`src/rtl/stack_row_engine.sv`:
```
// stack_row_engine: game engine for the 8x8 stacking display.
// A block segment slides across the current row. Each button press commits
// the overlap with the row below, and the engine detects a win or a loss.
// Every output is a register. An action taken while leaving a state becomes
// visible in the cycle after that state.
module stack_row_engine #(
   parameter int unsigned INIT_WIDTH = 3
) (
   input  logic       clk,
   input  logic       reset,
   input  logic       btn,
   input  logic       update_tick,
   output logic [7:0] val,
   output logic [2:0] row_index,
   output logic       write_strobe,
   output logic       clr_array,
   output logic       game_over,
   output logic       win,
   output logic [3:0] rows_placed
);

   typedef enum logic [2:0] {
      S_CLEAR, S_SPAWN, S_MOVE, S_PLACE, S_NEXT, S_LOSE, S_WIN
   } state_t;

   localparam logic [3:0] INIT_W = 4'(INIT_WIDTH);

   state_t     state_reg, state_next;
   logic [7:0] val_reg, val_next;
   logic [2:0] row_reg, row_next;
   logic       strobe_reg, strobe_next;
   logic       clr_reg, clr_next;
   logic       over_reg, over_next;
   logic       win_reg, win_next;
   logic [3:0] placed_reg, placed_next;
   logic       dir_reg, dir_next;        // 0 = moving left (towards bit 7)
   logic [7:0] prev_mask_reg, prev_mask_next;
   logic [3:0] width_reg, width_next;

   logic [7:0] overlap;
   logic [3:0] overlap_count;
   logic [7:0] spawn_mask;

   assign overlap = val_reg & prev_mask_reg;

   // Low-aligned segment of width_reg cells
   for (genvar gi = 0; gi < 8; gi++) begin : g_spawn
      assign spawn_mask[gi] = (4'(gi) < width_reg);
   end

   // Number of cells that survive the commit
   always_comb begin
      overlap_count = '0;
      for (int i = 0; i < 8; i++) begin
         overlap_count = overlap_count + {3'b000, overlap[i]};
      end
   end

   // State register
   always_ff @(posedge clk) begin
      if (reset) begin
         state_reg <= S_CLEAR;
      end else begin
         state_reg <= state_next;
      end
   end

   // Next-state logic; btn beats a simultaneous tick in MOVE
   always_comb begin
      state_next = state_reg;
      case (state_reg)
         S_CLEAR: state_next = S_SPAWN;
         S_SPAWN: state_next = S_MOVE;
         S_MOVE:  if (btn) state_next = S_PLACE;
         S_PLACE: begin
            if (overlap == 8'h00)      state_next = S_LOSE;
            else if (row_reg == 3'd7)  state_next = S_WIN;
            else                       state_next = S_NEXT;
         end
         S_NEXT:  state_next = S_SPAWN;
         S_LOSE:  if (btn) state_next = S_CLEAR;
         S_WIN:   if (btn) state_next = S_CLEAR;
         default: state_next = S_CLEAR;
      endcase
   end

   // Output and datapath next values; the pulse outputs default low
   always_comb begin
      val_next       = val_reg;
      row_next       = row_reg;
      strobe_next    = 1'b0;
      clr_next       = 1'b0;
      placed_next    = placed_reg;
      dir_next       = dir_reg;
      prev_mask_next = prev_mask_reg;
      width_next     = width_reg;
      over_next      = (state_next == S_LOSE);
      win_next       = (state_next == S_WIN);
      case (state_reg)
         S_CLEAR: begin
            clr_next       = 1'b1;
            row_next       = 3'd0;
            prev_mask_next = 8'hFF;
            width_next     = INIT_W;
            placed_next    = 4'd0;
         end
         S_SPAWN: begin
            val_next    = spawn_mask;
            dir_next    = 1'b0;
            strobe_next = 1'b1;
         end
         S_MOVE: begin
            if (update_tick && !btn) begin
               strobe_next = 1'b1;
               if (!dir_reg) begin
                  if (val_reg[7]) begin
                     dir_next = 1'b1;
                     val_next = val_reg >> 1;
                  end else begin
                     val_next = val_reg << 1;
                  end
               end else begin
                  if (val_reg[0]) begin
                     dir_next = 1'b0;
                     val_next = val_reg << 1;
                  end else begin
                     val_next = val_reg >> 1;
                  end
               end
            end
         end
         S_PLACE: begin
            strobe_next = 1'b1;
            if (overlap == 8'h00) begin
               val_next = 8'h00;
            end else begin
               val_next       = overlap;
               prev_mask_next = overlap;
               width_next     = overlap_count;
               placed_next    = placed_reg + 4'd1;
            end
         end
         S_NEXT:  row_next = row_reg + 3'd1;
         default: ;
      endcase
   end

   // Output and datapath registers
   always_ff @(posedge clk) begin
      if (reset) begin
         val_reg       <= 8'h00;
         row_reg       <= 3'd0;
         strobe_reg    <= 1'b0;
         clr_reg       <= 1'b0;
         over_reg      <= 1'b0;
         win_reg       <= 1'b0;
         placed_reg    <= 4'd0;
         dir_reg       <= 1'b0;
         prev_mask_reg <= 8'hFF;
         width_reg     <= INIT_W;
      end else begin
         val_reg       <= val_next;
         row_reg       <= row_next;
         strobe_reg    <= strobe_next;
         clr_reg       <= clr_next;
         over_reg      <= over_next;
         win_reg       <= win_next;
         placed_reg    <= placed_next;
         dir_reg       <= dir_next;
         prev_mask_reg <= prev_mask_next;
         width_reg     <= width_next;
      end
   end

   assign val          = val_reg;
   assign row_index    = row_reg;
   assign write_strobe = strobe_reg;
   assign clr_array    = clr_reg;
   assign game_over    = over_reg;
   assign win          = win_reg;
   assign rows_placed  = placed_reg;

endmodule

```
`config.mk`:
```
export PLATFORM = sky130hd
export DESIGN_NAME = stack_row_engine
export DESIGN_NICKNAME = d
export VERILOG_FILES = /design/src/rtl/stack_row_engine.sv
export SDC_FILE = /design/constraint.sdc
export NUM_CORES = 1
export LEC_CHECK = 0
export BUFFER_PORTS_ARGS = -buffer_cell sky130_fd_sc_hd__buf_2
export CAP_MARGIN = 25
export CORE_MARGIN = 3
export CORE_UTILIZATION = 48
export DETAILED_ROUTE_END_ITERATION = 6
export PLACE_DENSITY = 0.68
export SYNTH_ARGS = -nofsm -noshare
export SYNTH_HDL_FRONTEND = slang
export SYNTH_SLANG_ARGS = --single-unit
```
`constraint.sdc`:
```
create_clock -name clk -period 4.1 [get_ports clk]
set_clock_uncertainty 0.15 [all_clocks]
set_input_delay 0.615 -clock clk [delete_from_list [all_inputs] [get_ports clk]]
set_output_delay 0.615 -clock clk [all_outputs]
set_load 0.05 [all_outputs]
```
==> key figures <==
Status
  • Status: finished clean

Yosys
  • Primary FF master, synth: dfxtp_1
  • Seq cells post-synth: 35
  • Syn_nets: ~240
  • Synth top cells by count: dfxtp_1 (35), o21ai_0 (21), nand2_1 (20), nor2_1 (20), a21oi_1 (11)
  • Netlist Area Pre-Place: 1890 um^2
  • Post-Syn Instances: approximately 220
  • Synth area leaders: dfxtp_1 (37%), o21ai_0 (5.6%), ha_1 (4.6%)
  • Post-synthesis sequential area ratio: 0.371
  • Post-synth EDFFs: 0
  • Top-area cell type share of the netlist area: 0.371
  • Async SR Flop Fraction: 0
  • Synth Area per Inst: between 8 and 9 um^2
  • Top-count cell post-synth: dfxtp_1
  • Distinct cells, synth: 46
  • Area leader, netlist: dfxtp_1
  • Yosys Warn Count: 0

Global routing
  • Largest net degree at the start of global routing: 23
  • Total Routing Usage GR: 0.208
  • Initial antenna violation count: 0
  • GRT Residual Overflow: 0
  • Vias in the first global route: approximately 1500
  • First-pass GRT wire length: between 7000 and 8000 um

STA
  • Period utilization: 0.794
  • Fin. Hold Viols: 0
  • Final WS setup: ~850 ps
  • # setup viols final: 0
  • Unrepaired setup endpoints after global routing: false
  • Setup TNS: 0 ps
  • Slew Viols, Final: 0
  • Slew @ Worst Pin: ~850 ps
  • Worst slew margin: 0.429
  • Fmax: roughly 310 MHz
  • Tmin final: 3250 ps

Worst hold path
  • Worst Hold Depth: 2
  • Hold path startpoint: prev_mask_reg[3]
  • Worst hold path class: reg -> reg
  • Worst Hold End: prev_mask_reg[3]

Floorplan
  • IO Pins: 23
  • Die width: around 69 um
  • Rows: 22
  • Die Y: around 70 um
  • CORE AREA: around 3700 um^2
  • Die footprint: 4720 um^2
  • Initial Util: 0.508

Route
  • Met3 wire length: 366 um
  • Detailed-route DRC error count: 0
  • DRT antenna net count: 0
  • Met2 WL: between 1500 and 2000 um
  • M1 wire length: 2040 um
  • Routed WL per cell: 15.1 um
  • Via density: 5.88
  • Starting DRC count in detailed routing: around 160
  • Total wire length: 4350 um
  • Drt pass-1 iters: 5
  • Vias: 1694
  • Top sig layer: met4

Worst setup path
  • Reg2Reg Depth: 9
  • Critical Path RT: about 4200 ps
  • Kind of critical path: reg -> reg
  • CP Max Fanout: 9
  • Kind of start point of the critical path: register
  • Reg-to-Reg Start: val[0]
  • RR Endpoint: width_reg[2]
  • R2r setup slk: roughly 850 ps
  • WP data arrival: ~3300 ps
  • CP Capture Type: register

Clocking
  • Worst skew pair latency: approximately 290 ps
  • Cts hold-fix bufs: 0
  • CTS max path bufs: 2
  • Resized cells post-CTS: 0
  • H-tree depth: 2
  • CTS Sinks: 35
  • Root buffer cell: clkbuf_8
  • Setup Buffers After CTS: 0
  • CTS Buf Count: 5
  • Clock-pin slew on the worst setup and hold paths: ~70 ps
  • CTS tree: done

Power
  • Sw frac: 0.360
  • Power density cells: 426 nW/um^2
  • Sequential power share: 0.447
  • Max VDD drop: approximately 0.17 mV
  • Clock share of power: 0.275
  • Net load switching power: roughly 320 uW
  • Internal: 566 uW
  • Leakage: just under 0.0009 uW
  • Comb power frac: 0.279
  • PnR Total Power: 884 uW

Final layout
  • ANT cells: 0
  • NumNets Final: roughly 250
  • Final cell count without fillers: roughly 290
  • Layout cell share with drive strength beyond 1: 0.146
  • Post-route cell area: about 2100 um^2
  • Layout overhead on the synthesized area: 9.88%

Placed design
  • Place WS: just under 900 ps
  • DP Cell Count: 280
  • Post-DP Area: approximately 2000 um^2
  • Detail Placement HPWL: approximately 3000 um
  • GP Congestion: 0.846
  • Input/output buffers: 22

Flow run
  • Max-cap violations: 0
kinds of logic after synthesis:
kind of cell	Yosys count	synth area share
simple gates	82	0.217
xor+xnor	3	0.0139
mux	3	0.0166
buf+inv	23	0.0524
fa+ha+maj	11	0.0889
compound gates	67	0.239
flops	35	0.371
power by group through the flow:
stage          clock network, uW  logic (uW)  registers (uW)
2_1_floorplan                  0         155             436
3_3_place_gp                   0         245             402
3_5_place_dp                   0         246             402
4_1_cts                      249         248             395
5_1_grt                      264         280             400
6_report                     243         246             395
worst max-delay path by stage:
stage            from      endpoint  slack [ps]
3_3_place_gp   val[0]  width_reg[2]         900
2_1_floorplan  val[0]  width_reg[2]         620
3_5_place_dp   val[0]  width_reg[2]         870
4_1_cts        val[0]  width_reg[2]         830
6_report       val[0]  width_reg[2]         850
5_1_grt        val[0]  width_reg[1]         600
area by class of cell:
class	count	area [um^2]
flip-flops and latches	35	701
multi-input cells	166	1090
inverters	9	33.8
repair buffers	22	110
well taps	48	60.1
fillers	375	1640
clock buffers	7	76.3
clock inverters	1	5.00
critical path, cell delays in order (launching register included):
cell	delay, ps
dfxtp_1	450
nand2_1	140
fa_1	520
fa_1	500
inv_1	50
fa_1	450
ha_1	220
fa_1	390
xnor2_1	140
o31ai_1	170
cell usage in the layout (no fill, tap or decap), types with 3 or more instances in the layout:
master,instances
clkbuf_8,5
fa_1,4
a211oi_1,4
nor3_1,3
and3_1,7
o21ai_0,21
nand2_1,20
nand3_1,9
a311oi_1,5
and2_1,5
ha_1,7
inv_1,9
nor3b_1,4
dfxtp_1,35
a21boi_0,5
o31ai_1,3
nor2_1,20
a21oi_1,11
buf_2,22
a221oi_1,3
per-stage QoR:
stage | utilization | hold WS, ps
after global placement | 0.536 | 305
after detailed placement | 0.536 | 305
after CTS | 0.558 | 318
after global routing | 0.558 | 355
final | 0.558 | 318
after floorplan | - | 290
metal layers:
layer,vias up,global-route usage
li1,835,-
met1,784,0.290
met2,68,0.305
met3,7,0.0519
met4,0,0.0852
met5,-,0
Power figures use the tool's default switching activity.
